$ cat config.mk
export PLATFORM = sky130hd
export DESIGN_NAME = snn_inference_ctrl_flat
export DESIGN_NICKNAME = d
export VERILOG_FILES = /design/src/rtl/snn_inference_ctrl_if.sv /design/src/rtl/snn_inference_ctrl.sv /design/src/flat_wrapper.sv
export SDC_FILE = /design/constraint.sdc
export NUM_CORES = 1
export LEC_CHECK = 0
export CAP_MARGIN = 15
export CORE_UTILIZATION = 45
export CTS_BUF_LIST = sky130_fd_sc_hd__clkbuf_4 sky130_fd_sc_hd__clkbuf_8 sky130_fd_sc_hd__clkbuf_16
export DETAILED_ROUTE_END_ITERATION = 10
export GPL_TIMING_DRIVEN = 0
export PLACE_DENSITY = 0.75
export SETUP_SLACK_MARGIN = 0.15
export SLEW_MARGIN = 25
export SYNTH_ARGS = -nofsm -noshare
export SYNTH_HDL_FRONTEND = slang
export SYNTH_SLANG_ARGS = --single-unit
$ cat constraint.sdc
create_clock -name clk -period 4.1 [get_ports clk]
set_input_delay 0.615 -clock clk [delete_from_list [all_inputs] [get_ports clk]]
set_output_delay 0.615 -clock clk [all_outputs]
set_load 0.05 [all_outputs]
$ cat src/rtl/snn_inference_ctrl_if.sv
// Host, input-stream and if_network signals of snn_inference_ctrl.
// master drives the host and network-output side; slave is the controller.
interface snn_inference_ctrl_if #(
  parameter int unsigned NUM_INPUTS  = 1,
  parameter int unsigned NUM_OUTPUTS = 1,
  parameter int unsigned CNT_WIDTH   = 8
);
  localparam int unsigned WinW = (NUM_OUTPUTS > 1) ? $clog2(NUM_OUTPUTS) : 1;

  logic                             start;
  logic                             abort;
  logic                             in_valid;
  logic                             in_ready;
  logic [NUM_INPUTS-1:0]            in_spikes;
  logic                             net_rst;
  logic                             net_step;
  logic [NUM_INPUTS-1:0]            net_spike_in;
  logic [NUM_OUTPUTS-1:0]           net_spike_out;
  logic                             busy;
  logic                             result_valid;
  logic                             result_ready;
  logic [NUM_OUTPUTS*CNT_WIDTH-1:0] spike_counts;
  logic [WinW-1:0]                  winner;
  logic                             winner_valid;

  modport master (
    output start, abort, in_valid, in_spikes, result_ready, net_spike_out,
    input  in_ready, net_rst, net_step, net_spike_in, busy, result_valid,
           spike_counts, winner, winner_valid
  );

  modport slave (
    input  start, abort, in_valid, in_spikes, result_ready, net_spike_out,
    output in_ready, net_rst, net_step, net_spike_in, busy, result_valid,
           spike_counts, winner, winner_valid
  );
endinterface

$ cat src/rtl/snn_inference_ctrl.sv
// Runs one inference through if_network: clear, NUM_STEPS accepted timesteps, drain,
// then hold saturating per-neuron spike counts and the winning index for the host.
module snn_inference_ctrl #(
  parameter int unsigned NUM_INPUTS  = 1,
  parameter int unsigned NUM_OUTPUTS = 1,
  parameter int unsigned NUM_STEPS   = 16,
  parameter int unsigned CNT_WIDTH   = 8,
  parameter int unsigned NET_LATENCY = 1
) (
  input logic                clk,
  input logic                rst,
  snn_inference_ctrl_if.slave bus
);
  localparam int unsigned WinW  = (NUM_OUTPUTS > 1) ? $clog2(NUM_OUTPUTS) : 1;
  localparam int unsigned StepW = $clog2(NUM_STEPS + 1);
  localparam logic [CNT_WIDTH-1:0] CntMax = '1;

  typedef enum logic [2:0] {StIdle, StClear, StRun, StDrain, StDone} state_e;

  state_e                           state_q, state_d;
  logic [StepW-1:0]                 step_q, step_d;
  logic                             net_step_q, net_step_d;
  logic [NUM_INPUTS-1:0]            net_spike_in_q, net_spike_in_d;
  logic                             net_rst_q, net_rst_d;
  logic [NET_LATENCY-1:0]           pipe_q, pipe_d;
  logic [NUM_OUTPUTS*CNT_WIDTH-1:0] cnt_q, cnt_d;
  logic [WinW-1:0]                  winner_q, winner_d;
  logic                             winner_valid_q, winner_valid_d;

  logic [NET_LATENCY:0] chain;
  logic                 accept;
  logic                 clear;
  logic [CNT_WIDTH-1:0] cur;
  logic [CNT_WIDTH-1:0] best;

  // chain[0] is the step issued this cycle; chain[NET_LATENCY] marks net_spike_out as valid.
  assign chain  = {pipe_q, net_step_q};
  assign accept = (state_q == StRun) && bus.in_valid && !bus.abort;
  assign clear  = ((state_q == StIdle) && bus.start) || ((state_q != StIdle) && bus.abort);

  always_comb begin
    state_d        = state_q;
    step_d         = accept ? step_q + StepW'(1) : step_q;
    net_step_d     = accept;
    net_spike_in_d = accept ? bus.in_spikes : '0;
    net_rst_d      = clear;
    pipe_d         = chain[NET_LATENCY-1:0];
    cnt_d          = cnt_q;
    cur            = '0;

    unique case (state_q)
      StIdle:  if (bus.start) state_d = StClear;
      StClear: state_d = StRun;
      StRun:   if (accept && (step_q == StepW'(NUM_STEPS - 1))) state_d = StDrain;
      StDrain: if (chain[NET_LATENCY-1:0] == '0) state_d = StDone;
      StDone:  if (bus.result_ready) state_d = StIdle;
      default: state_d = StIdle;
    endcase
    if ((state_q != StIdle) && bus.abort) state_d = StIdle;

    for (int unsigned i = 0; i < NUM_OUTPUTS; i++) begin
      cur = cnt_q[i*CNT_WIDTH +: CNT_WIDTH];
      if (chain[NET_LATENCY] && bus.net_spike_out[i] && (cur != CntMax)) begin
        cur = cur + CNT_WIDTH'(1);
      end
      cnt_d[i*CNT_WIDTH +: CNT_WIDTH] = cur;
    end

    if (clear) begin
      step_d = '0;
      pipe_d = '0;
      cnt_d  = '0;
    end
  end

  // Winner tracks the next counts so it is always consistent with spike_counts.
  always_comb begin
    best     = '0;
    winner_d = '0;
    for (int unsigned i = 0; i < NUM_OUTPUTS; i++) begin
      if (cnt_d[i*CNT_WIDTH +: CNT_WIDTH] > best) begin
        best     = cnt_d[i*CNT_WIDTH +: CNT_WIDTH];
        winner_d = WinW'(i);
      end
    end
    winner_valid_d = (best != '0);
  end

  always_ff @(posedge clk) begin
    if (rst) begin
      state_q        <= StIdle;
      step_q         <= '0;
      net_step_q     <= 1'b0;
      net_spike_in_q <= '0;
      net_rst_q      <= 1'b0;
      pipe_q         <= '0;
      cnt_q          <= '0;
      winner_q       <= '0;
      winner_valid_q <= 1'b0;
    end else begin
      state_q        <= state_d;
      step_q         <= step_d;
      net_step_q     <= net_step_d;
      net_spike_in_q <= net_spike_in_d;
      net_rst_q      <= net_rst_d;
      pipe_q         <= pipe_d;
      cnt_q          <= cnt_d;
      winner_q       <= winner_d;
      winner_valid_q <= winner_valid_d;
    end
  end

  assign bus.in_ready     = (state_q == StRun);
  assign bus.busy         = (state_q != StIdle);
  assign bus.result_valid = (state_q == StDone);
  assign bus.net_rst      = net_rst_q;
  assign bus.net_step     = net_step_q;
  assign bus.net_spike_in = net_spike_in_q;
  assign bus.spike_counts = cnt_q;
  assign bus.winner       = winner_q;
  assign bus.winner_valid = winner_valid_q;
endmodule

$ cat src/flat_wrapper.sv
// flat-port wrapper written by rule: the top's interface ports become plain ports
module snn_inference_ctrl_flat 
#(
  parameter int unsigned NUM_INPUTS  = 1,
  parameter int unsigned NUM_OUTPUTS = 1,
  parameter int unsigned NUM_STEPS   = 16,
  parameter int unsigned CNT_WIDTH   = 8,
  parameter int unsigned NET_LATENCY = 1
)
  (clk, rst, bus_start, bus_abort, bus_in_valid, bus_in_spikes, bus_result_ready, bus_net_spike_out, bus_in_ready, bus_net_rst, bus_net_step, bus_net_spike_in, bus_busy, bus_result_valid, bus_spike_counts, bus_winner, bus_winner_valid);
  snn_inference_ctrl_if #(.NUM_INPUTS(NUM_INPUTS), .NUM_OUTPUTS(NUM_OUTPUTS), .CNT_WIDTH(CNT_WIDTH)) bus_i ();
  input logic clk;
  input logic rst;
  input wire logic [$bits(bus_i.start)-1:0] bus_start;
  input wire logic [$bits(bus_i.abort)-1:0] bus_abort;
  input wire logic [$bits(bus_i.in_valid)-1:0] bus_in_valid;
  input wire logic [$bits(bus_i.in_spikes)-1:0] bus_in_spikes;
  input wire logic [$bits(bus_i.result_ready)-1:0] bus_result_ready;
  input wire logic [$bits(bus_i.net_spike_out)-1:0] bus_net_spike_out;
  output wire logic [$bits(bus_i.in_ready)-1:0] bus_in_ready;
  output wire logic [$bits(bus_i.net_rst)-1:0] bus_net_rst;
  output wire logic [$bits(bus_i.net_step)-1:0] bus_net_step;
  output wire logic [$bits(bus_i.net_spike_in)-1:0] bus_net_spike_in;
  output wire logic [$bits(bus_i.busy)-1:0] bus_busy;
  output wire logic [$bits(bus_i.result_valid)-1:0] bus_result_valid;
  output wire logic [$bits(bus_i.spike_counts)-1:0] bus_spike_counts;
  output wire logic [$bits(bus_i.winner)-1:0] bus_winner;
  output wire logic [$bits(bus_i.winner_valid)-1:0] bus_winner_valid;
  assign bus_i.start = bus_start;
  assign bus_i.abort = bus_abort;
  assign bus_i.in_valid = bus_in_valid;
  assign bus_i.in_spikes = bus_in_spikes;
  assign bus_i.result_ready = bus_result_ready;
  assign bus_i.net_spike_out = bus_net_spike_out;
  assign bus_in_ready = bus_i.in_ready;
  assign bus_net_rst = bus_i.net_rst;
  assign bus_net_step = bus_i.net_step;
  assign bus_net_spike_in = bus_i.net_spike_in;
  assign bus_busy = bus_i.busy;
  assign bus_result_valid = bus_i.result_valid;
  assign bus_spike_counts = bus_i.spike_counts;
  assign bus_winner = bus_i.winner;
  assign bus_winner_valid = bus_i.winner_valid;
  snn_inference_ctrl #(.NUM_INPUTS(NUM_INPUTS), .NUM_OUTPUTS(NUM_OUTPUTS), .NUM_STEPS(NUM_STEPS), .CNT_WIDTH(CNT_WIDTH), .NET_LATENCY(NET_LATENCY)) u_core (.clk(clk), .rst(rst), .bus(bus_i));
endmodule
==> summary.txt <==
Run status
  • Outcome: complete, no violations

Synthesis
  • Synth cell types: 44
  • Cell count after synthesis: roughly 120
  • Cell Area, Synth: between 0.001 and 0.0015 mm2
  • Syn nets: approximately 130
  • Synth warn: 0
  • Post-synthesis register bit count: 21
  • Syn_area_per_cell: 9.04 um2
  • Seq/Total Area, Yosys: 37.8%

STA
  • RSZ-0062 raised after global routing: false
  • Total negative slack: 0 ps
  • Min Hold Slack: 496 ps
  • Worst-Margin Slew: roughly 510 ps
  • Crit share post-route: about three fifths
  • Worst slew margin: 66.2%
  • Final setup viols: 0
  • Final Max Slew Viols: 0
  • Achievable Freq: between 0.4 and 0.5 GHz
  • Fin crit period: 2470 ps
  • Clock Skew: 3.64 ps
  • Fin. Hold Viols: 0

CTS
  • Clock-pin transition on the worst setup and hold timing paths: approximately 110 ps
  • Total clock sinks: 21
  • Post-cts resize count: 0
  • Clk buf depth: 2
  • Setup Fix Bufs, Post-CTS: 0
  • Number of buffers created by CTS: 3
  • CTS Hold Bufs: 0
  • Clk Tree Root Cell: clkbuf_4
  • TritonCTS clock tree: yes
  • Worst-Skew Late Latency: slightly below 300 ps
  • Htree depth: 1

Place
  • IO Port Bufs: 21
  • Global placement routability congestion: 0.887
  • Final HPWL DP: between 1500 and 2000 um
  • Placed Cells: approximately 170

Drt
  • DRT Wirelength: 2200 um
  • Routed via count: about 960
  • DR pass1 iterations: 4
  • # DRC: 0
  • Post-DRT Antenna Nets: 0
  • Vias per inst: 5.47
  • WL/cell: around 12 um
  • Initial DRC Count: 23

Die
  • Initial Utilization: between 40% and 50%
  • Die Ht: between 50 and 60 um
  • IO Count: 24
  • Die ar.: 0.00267 mm2
  • FP Rows: 17
  • Core ar.: around 0.0023 mm2
  • Die width: approximately 52 um

Critical path
  • R2R Setup Slk: 2300 ps
  • Critical path origin: u_core.state_q[0]
  • Type of origin of the critical path: register
  • Reg2reg end: u_core.bus.winner_valid
  • Worst r2r src: u_core.bus.spike_counts[0]
  • Crit path kind: register to output port
  • CP Max Fanout: 6
  • Critical Path RT: roughly 3500 ps
  • CP Data Arrival Time: 1860 ps
  • Crit. End Element: output port
  • Worst reg-to-reg path cell count: 5
  • CP endpoint: bus_in_ready

Pwr
  • Tot Pwr: ~370 uW
  • Power per cell area: 265 mW/mm2
  • Worst vdd ir: 0.179 mV
  • Leakage: between 0.0005 and 0.0006 uW

GRT
  • Grt total ovfl: 0
  • Gr usage total: 18.3%
  • First-pass GRT wire length: roughly 3600 um
  • Initial antenna violation count: 0
  • Largest net degree at the start of global routing: 12
  • Vias in the first global route: roughly 820

Cells and area
  • Filler cells: around 220
  • NumNets Final: between 150 and 200
  • Commonest cells after routing, fill and taps aside: clkdlybuf4s50_1 (21), dfxtp_1 (21), nor2_1 (20), nand2_1 (7)
  • Area grow syn2layout: 24.7%
  • Ant diodes: 0
  • Ratio of cells with drive above 1 in the final layout: between 10% and 20%
  • Cell Count, Final, Fillers Out: ~180
  • Area of the multi-input gates: 619 um2
  • Sequential cell area: between 400 and 500 um2

Hold path
  • Hold Crit Class: register to register

Job
  • Max Cap Viol: 0
-- cells in the mapped netlist --
master / n / area share (%)
o31a_1: 1 / 0.79
a211oi_1: 1 / 0.68
buf_2: 1 / 0.45
and3_1: 2 / 1.1
o311ai_1: 1 / 0.79
nand3_1: 5 / 2.2
a31o_1: 1 / 0.79
o311ai_4: 1 / 2.4
a311o_1: 1 / 0.90
and4_1: 2 / 1.6
nor3_1: 3 / 1.3
a41o_2: 1 / 1.0
nand2b_1: 1 / 0.56
nand4_1: 1 / 0.56
a21oi_1: 6 / 2.7
xnor2_1: 1 / 0.79
buf_6: 3 / 3.0
conb_1: 1 / 0.34
o21bai_2: 1 / 1.0
a31o_2: 1 / 0.79
buf_4: 1 / 0.68
nor2_1: 20 / 6.7
ha_1: 3 / 3.4
dfxtp_1: 21 / 38
a41o_1: 2 / 1.8
o211ai_2: 1 / 1.1
xor2_1: 4 / 3.1
nand2_1: 7 / 2.4
clkbuf_1: 1 / 0.34
and2_1: 3 / 1.7
or3_1: 1 / 0.56
mux2_4: 1 / 1.3
a221o_1: 1 / 0.90
inv_1: 6 / 2.0
nor3_2: 1 / 0.90
mux2i_1: 3 / 2.7
o311ai_0: 1 / 0.79
nor2b_1: 3 / 1.7
or2_2: 1 / 0.56
nor4_1: 1 / 0.56
nand4_2: 1 / 1.1
o21ai_0: 3 / 1.3
a21oi_4: 1 / 1.5
a31oi_2: 1 / 1.1
-- logic make-up (layout without fill, tap and decap cells) --
group	after synthesis	after routing	share of synthesized area (%)
other	1	1	0.337
AO/OA/AOI/OAI	25	25	20.4
flip-flops	21	21	37.8
buffers and inverters	12	37	6.52
AND/OR/NAND/NOR	52	52	23.6
adder cells (fa/ha/maj)	3	3	3.37
multiplexers	4	4	4.05
XOR/XNOR	5	5	3.94
-- sequential cells by signal (all words and copies together) (netlist names) --
signal,cells
u_core.bus.spike_counts,8
u_core.bus.net_rst,1
u_core.pipe_q,1
u_core.bus.winner_valid,1
u_core.bus.net_step,1
u_core.state_q,3
u_core.step_q,5
u_core.bus.net_spike_in,1
-- worst min path at each step --
| stage | start | end | slack [ps] | depth (start not counted) |
|---|---|---|---|---|
| finish | u_core.step_q[4] | u_core.step_q[4] | 500 | 2 |
| global route | u_core.step_q[4] | u_core.step_q[4] | 530 | 2 |
| CTS | u_core.bus.net_step | u_core.pipe_q | 500 | 2 |
| detailed placement | u_core.step_q[4] | u_core.step_q[4] | 480 | 2 |
| global placement | u_core.step_q[3] | u_core.step_q[3] | 470 | 2 |
| floorplan | u_core.step_q[3] | u_core.step_q[3] | 450 | 2 |
-- worst max-delay path, stage by stage, from the launching register on --
cell             delay (ps)
dfxtp_1                 390
nor2_1                  190
and2_1                  180
clkdlybuf4s50_1         810
-- where the power goes --
part	switching, uW	internal, uW	leakage (uW)
registers	3.12	207	0.000170
logic	34.4	22.3	0.000359
clock network	57.0	44.4	0.0000184
-- layout make-up --
type | count | area share [%]
Buffer | 6 | 3.61
Clock buffer | 4 | 2.16
Inverter | 6 | 1.62
Multi-Input combinational cell | 90 | 44.6
Sequential cell | 21 | 30.3
Tap cell | 28 | 2.52
Timing Repair Buffer | 21 | 15.1
-- metal layers --
layer  part of all wire (%)  track usage (%)
met1                     44             22.1
met2                     51             31.4
met3                    4.2             3.51
met4                   0.73             8.11
met5                      0                0
-- per-stage QoR --
stage	cell area (um2)	util, %	setup WS, ps
finish	1390	61.0	1630
global route	1390	61.0	1540
CTS	1390	61.0	1620
detailed placement	1360	59.6	1820
global placement	1360	59.6	1810
floorplan	1110	-	2150
(Power assumes the default switching activity.)
